File: src/rtl/idct_pkg.sv
// Shared defaults and bank-state encoding for the IDCT4 transpose stage.
package idct_pkg;
  localparam int unsigned WIDTH_Y_DEF = 22;
  localparam int unsigned WIDTH_X_DEF = 16;
  localparam int unsigned SHIFT_DEF   = 7;

  typedef enum logic {
    FILL  = 1'b0,
    DRAIN = 1'b1
  } bank_state_t;
endpackage

File: src/rtl/idct4_rnd_clip.sv
// One lane of first-pass scaling: round-half-up right shift, then saturate to width_x.
module idct4_rnd_clip
  import idct_pkg::*;
#(
  parameter int unsigned width_y = WIDTH_Y_DEF,
  parameter int unsigned width_x = WIDTH_X_DEF,
  parameter int unsigned SHIFT   = SHIFT_DEF
) (
  input  logic signed [width_y-1:0] i_d,
  output logic signed [width_x-1:0] o_q,
  output logic                      o_clip
);
  localparam logic signed [width_y:0] RND  = {{width_y{1'b0}}, 1'b1} << (SHIFT - 1);
  localparam logic signed [width_y:0] MAXV = {{(width_y-width_x+2){1'b0}}, {(width_x-1){1'b1}}};
  localparam logic signed [width_y:0] MINV = {{(width_y-width_x+2){1'b1}}, {(width_x-1){1'b0}}};

  logic signed [width_y:0] w_sum;
  logic signed [width_y:0] w_r;

  // One guard bit keeps the rounding add from wrapping at the positive rail.
  assign w_sum = {i_d[width_y-1], i_d} + RND;
  assign w_r   = w_sum >>> SHIFT;

  always_comb begin
    o_q    = w_r[width_x-1:0];
    o_clip = 1'b0;
    if (w_r > MAXV) begin
      o_q    = MAXV[width_x-1:0];
      o_clip = 1'b1;
    end else if (w_r < MINV) begin
      o_q    = MINV[width_x-1:0];
      o_clip = 1'b1;
    end
  end
endmodule

File: src/rtl/idct4_transpose.sv
// Rounds/clips IDCT4 first-pass rows into a 4x4 buffer and re-emits it column by column.
// Define IDCT4_TRANSPOSE_PINGPONG_EN for two banks (one fills while the other drains).
module idct4_transpose
  import idct_pkg::*;
#(
  parameter int unsigned width_y = WIDTH_Y_DEF,
  parameter int unsigned width_x = WIDTH_X_DEF,
  parameter int unsigned SHIFT   = SHIFT_DEF
) (
  input  logic                      clk,
  input  logic                      rst,
  input  logic                      in_valid,
  output logic                      in_ready,
  input  logic signed [width_y-1:0] d0,
  input  logic signed [width_y-1:0] d1,
  input  logic signed [width_y-1:0] d2,
  input  logic signed [width_y-1:0] d3,
  output logic                      out_valid,
  input  logic                      out_ready,
  output logic signed [width_x-1:0] q0,
  output logic signed [width_x-1:0] q1,
  output logic signed [width_x-1:0] q2,
  output logic signed [width_x-1:0] q3,
  output logic                      sat
);
`ifdef IDCT4_TRANSPOSE_PINGPONG_EN
  localparam logic PP = 1'b1;
`else
  localparam logic PP = 1'b0;
`endif

  // Two bank slots always exist; with PP=0 both pointers stay on bank 0 and bank 1 is dead logic.
  bank_state_t               r_state     [2];
  bank_state_t               w_state_nxt [2];
  logic                      r_wr_bank;
  logic                      r_rd_bank;
  logic [1:0]                r_wr_row;
  logic [1:0]                r_rd_col;
  logic                      r_sat;
  logic signed [width_x-1:0] r_buf [2][4][4];
  logic signed [width_y-1:0] w_d   [4];
  logic signed [width_x-1:0] w_q   [4];
  logic [3:0]                w_clip;
  logic                      w_in_hs;
  logic                      w_out_hs;

  assign w_d[0] = d0;
  assign w_d[1] = d1;
  assign w_d[2] = d2;
  assign w_d[3] = d3;

  for (genvar g = 0; g < 4; g++) begin : g_lane
    idct4_rnd_clip #(.width_y(width_y), .width_x(width_x), .SHIFT(SHIFT)) u_rnd_clip (
      .i_d   (w_d[g]),
      .o_q   (w_q[g]),
      .o_clip(w_clip[g])
    );
  end

  assign in_ready  = (r_state[r_wr_bank] == FILL);
  assign out_valid = (r_state[r_rd_bank] == DRAIN);
  assign w_in_hs   = in_valid & in_ready;
  assign w_out_hs  = out_valid & out_ready;
  assign sat       = r_sat;

  assign q0 = out_valid ? r_buf[r_rd_bank][0][r_rd_col] : '0;
  assign q1 = out_valid ? r_buf[r_rd_bank][1][r_rd_col] : '0;
  assign q2 = out_valid ? r_buf[r_rd_bank][2][r_rd_col] : '0;
  assign q3 = out_valid ? r_buf[r_rd_bank][3][r_rd_col] : '0;

  // A handshake implies the addressed bank is in the matching state, so no state test is needed.
  always_comb begin
    w_state_nxt[0] = r_state[0];
    w_state_nxt[1] = r_state[1];
    if (w_in_hs && r_wr_row == 2'd3)
      w_state_nxt[r_wr_bank] = DRAIN;
    if (w_out_hs && r_rd_col == 2'd3)
      w_state_nxt[r_rd_bank] = FILL;
  end

  always_ff @(posedge clk or posedge rst) begin
    if (rst) begin
      r_state[0] <= FILL;
      r_state[1] <= FILL;
      r_wr_bank  <= 1'b0;
      r_rd_bank  <= 1'b0;
      r_wr_row   <= '0;
      r_rd_col   <= '0;
      r_sat      <= 1'b0;
    end else begin
      r_state[0] <= w_state_nxt[0];
      r_state[1] <= w_state_nxt[1];
      r_sat      <= w_in_hs & (|w_clip);
      if (w_in_hs) begin
        r_wr_row <= r_wr_row + 2'd1;
        if (r_wr_row == 2'd3)
          r_wr_bank <= r_wr_bank ^ PP;
      end
      if (w_out_hs) begin
        r_rd_col <= r_rd_col + 2'd1;
        if (r_rd_col == 2'd3)
          r_rd_bank <= r_rd_bank ^ PP;
      end
    end
  end

  always_ff @(posedge clk) begin
    if (w_in_hs) begin
      r_buf[r_wr_bank][r_wr_row][0] <= w_q[0];
      r_buf[r_wr_bank][r_wr_row][1] <= w_q[1];
      r_buf[r_wr_bank][r_wr_row][2] <= w_q[2];
      r_buf[r_wr_bank][r_wr_row][3] <= w_q[3];
    end
  end
endmodule

File: config.mk
export PLATFORM = sky130hd
export DESIGN_NAME = idct4_transpose
export DESIGN_NICKNAME = d
export VERILOG_FILES = /design/src/rtl/idct_pkg.sv /design/src/rtl/idct4_rnd_clip.sv /design/src/rtl/idct4_transpose.sv
export SDC_FILE = /design/constraint.sdc
export NUM_CORES = 1
export LEC_CHECK = 0
export ABC_CLOCK_PERIOD_IN_PS = 6400
export BUFFER_PORTS_ARGS = -buffer_cell sky130_fd_sc_hd__buf_2
export CORE_ASPECT_RATIO = 1.5
export CORE_UTILIZATION = 50
export DETAILED_ROUTE_END_ITERATION = 8
export GPL_TIMING_DRIVEN = 0
export HOLD_SLACK_MARGIN = 0.06
export PLACE_DENSITY = 0.71
export RECOVER_POWER = 100
export SLEW_MARGIN = 30
export SYNTH_ARGS = -nofsm -noshare
export SYNTH_HDL_FRONTEND = slang
export SYNTH_HIERARCHICAL = 1
export SYNTH_SLANG_ARGS = --single-unit
File: constraint.sdc
create_clock -name clk -period 6.4 [get_ports clk]
set_clock_uncertainty 0.2 [all_clocks]
set_input_delay 0.32 -clock clk [delete_from_list [all_inputs] [get_ports clk]]
set_output_delay 0.32 -clock clk [all_outputs]
set_load 0.03 [all_outputs]
==> results.json <==
{
  "seq_area_frac_synth_pct": 69.4,
  "clk_latency_ns": 0.51,
  "seq_area_sq_um": 7840,
  "grtUsageMet3_pct": 3.36,
  "arrival_ns": 3.60,
  "crit_type": "reg2reg",
  "dp_hpwl_mm": 19.3,
  "post_cts_buffers": 0,
  "synthFlopType": "edfxtp_1",
  "ys_ff_latch": 262,
  "synthesis.area_sq_um": 11300,
  "wl_per_cell_um": 24.0,
  "antenna_found_initial": 1,
  "worstHoldStart": "d2[16]",
  "grt_pass1_wl_mm": 39.7,
  "post-route-period-util_pct": 56.5,
  "synth_cell_types": 39,
  "reg2reg_from": "r_state[1]",
  "grt_use_met2_pct": 42.1,
  "cts_tree": "done",
  "internal-power_mw": 3.65,
  "clock_sinks": 262,
  "finalInstanceArea_sq_um": 13300,
  "violations": "DRC, capacitance limit, slew limit",
  "final_antenna_net_count": 0,
  "grt_pass1_vias": 6509,
  "num_antenna_cells": 0,
  "p_sw_mw": 2.31,
  "cts_made_buffers": 23,
  "overflow": 0,
  "setup_violations": 0,
  "placedCellCount": 1096,
  "yosysTopAreaCell": "edfxtp_1",
  "port_buffers": 134,
  "vias_per_cell": 5.80,
  "rrSetupSlack_ns": 2.78,
  "fmax_mhz": 277,
  "async_flop_share_pct": 2.29,
  "hold_ws_ns": 0.0702,
  "nets": 983,
  "worst_setup_path_end_kind": "register",
  "totalWireLength_mm": 28.1,
  "vias": 6799,
  "clock-root-buffer": "clkbuf_16",
  "core_area_sq_um": 22200,
  "finalPower_mw": 5.96,
  "syn_to_final_growth_pct": 17.7,
  "n_fill_cell": 1717,
  "yosys_warnings": 6,
  "critPathLaunch": "r_state[1]",
  "multiInputGateArea_sq_um": 2930,
  "dpl_cell_area_sq_um": 12400,
  "fp.dieH_um": 186,
  "p_leak_nw": 4.81,
  "fin_setup_tns_ns": 0,
  "p_clk_share_pct": 23.3,
  "yosys-top-cells-area": "edfxtp_1, mux2i_1, o22ai_1",
  "combPwrFrac_pct": 40.4,
  "dr.pass1.iters": 7,
  "chipWidth_um": 125,
  "finalHoldViolations": 0,
  "pin_count": 159,
  "tightest_slew_ns": 2.46,
  "yosysMostFrequentCell": "edfxtp_1",
  "worstPathRequired_ns": 6.39,
  "gp_congestion": 0.827,
  "fin_cells": 1172,
  "rsz0062_at_grt": "no",
  "holdCritPathClass": "in2reg",
  "grt_max_degree": 46,
  "swShare_pct": 38.7,
  "grt_util_met1_pct": 29.1,
  "grt.busiest_layer": "met2",
  "outcome": "finished with violations",
  "drc": 1,
  "slew_viol_final": 103,
  "ys_top_cells_by_count": "edfxtp_1, mux2i_1, o22ai_1",
  "synth_edf_count": 256,
  "critPathMaxFanout": 33,
  "grt_usage_pct": 23.9,
  "clk_pin_slew_ns": 0.07,
  "initial_utilization_pct": 50.8,
  "cap_violations": 4,
  "critPathLaunchType": "register",
  "row_count": 67,
  "peakVddDrop_uv": 216,
  "drive_above_1_share_pct": 14.3,
  "design.die.area_sq_um": 23200,
  "power_frac_seq_pct": 36.3,
  "initialDrtViolationCount": 519,
  "slew_headroom_pct": -64.2,
  "syn_avg_cell_area_sq_um": 16.6,
  "htree_levels": 1,
  "clockBufferDepth": 3,
  "yosysTopAreaCellShare_pct": 68.1,
  "syn_nets": 783,
  "postSynthCellCount": 682,
  "cellPowerDensity_nw_per_um2": 449,
  "final.min_clock_period_ns": 3.62
}
## cell usage in the layout, fill, tap and decap left out, types with 4 or more instances in the layout
cell / count
dlygate4sd3_1: 37
ha_1: 9
dfrtp_1: 6
nor4_1: 5
xnor2_1: 29
clkbuf_16: 23
edfxtp_1: 256
a31oi_1: 4
and3_1: 4
buf_4: 5
o22ai_1: 64
mux2i_1: 128
buf_12: 8
inv_1: 14
nand4_1: 12
xor2_1: 29
buf_2: 67
nand3_1: 18
buf_8: 6
and2_0: 4
nor2_1: 18
conb_1: 4
clkbuf_1: 87
nor3_1: 11
nand2_1: 17
## worst max-delay path: stages (launching register included)
cell,delay [ns]
dfrtp_1,0.45
nor2b_1,0.43
and2_0,1.86
buf_12,0.31
## layer usage
layer  routed length, um  up-vias
li1                    -     3037
met1               10500     3362
met2               14500      325
met3                1920       73
met4                1190        2
met5                  13        -
## flip-flops by register name (all words and copies together), names as in the netlist
register	flops
r_wr_row	2
r_buf	256
sat	1
r_state	1
r_rd_col	2
## metrics by stage
| stage | setup WS (ns) | util, % |
|---|---|---|
| global route | 2.56 | 59.8 |
| floorplan | 3.32 | - |
| CTS | 3.41 | 60.9 |
| detailed placement | 3.96 | 55.9 |
| finish | 2.78 | 59.8 |
| global placement | 2.49 | 55.4 |
## logic make-up (layout without fill, tap and decap cells)
logic type | Yosys count | count (layout) | synth area share, %
adders and majority gates | 9 | 9 | 0.997
AOI/OAI and AO/OA | 71 | 71 | 4.01
DFF | 262 | 262 | 69.4
xor gates and xnor gates | 58 | 58 | 4.50
buffers and inverters | 48 | 262 | 3.42
and+or+nand+nor | 100 | 100 | 5.98
muxes | 130 | 130 | 11.5
other | 4 | 4 | 0.133
## final timing paths
kind / depth (start not counted) / endpoint
max: 3 / r_buf[0][132]
min: 2 / r_buf[0][217]
max reg2reg: 3 / r_buf[0][132]
min reg2reg: 1 / r_rd_col[0]
max in group asynchronous: 4 / r_wr_row[0]
min in group asynchronous: 4 / r_rd_col[1]
## cell type report
| class | instances | area share, % |
|---|---|---|
| Sequential cell | 262 | 59.0 |
| Buffer | 34 | 2.40 |
| Inverter | 14 | 0.396 |
| Timing Repair Buffer | 175 | 7.89 |
| Clock buffer | 30 | 4.76 |
| Tap cell | 276 | 2.60 |
| Multi-Input combinational cell | 372 | 22.1 |
| Clock inverter | 9 | 0.904 |
## power by group through the flow
stage / combinational, mW / clock (mW) / sequential [mW]
after floorplan: 1.64 / 0 / 2.21
after global placement: 2.42 / 0 / 2.21
after detailed placement: 2.47 / 0 / 2.20
after CTS: 2.49 / 1.40 / 2.16
after global routing: 2.52 / 1.46 / 2.18
final: 2.41 / 1.39 / 2.17
## what timing repair did
item	4_1_cts	5_1_grt
hold buffers	37	0
resized for setup	0	0
endpoints found under the hold margin	122	0
Note: power is estimated with default switching activity, not from simulation.
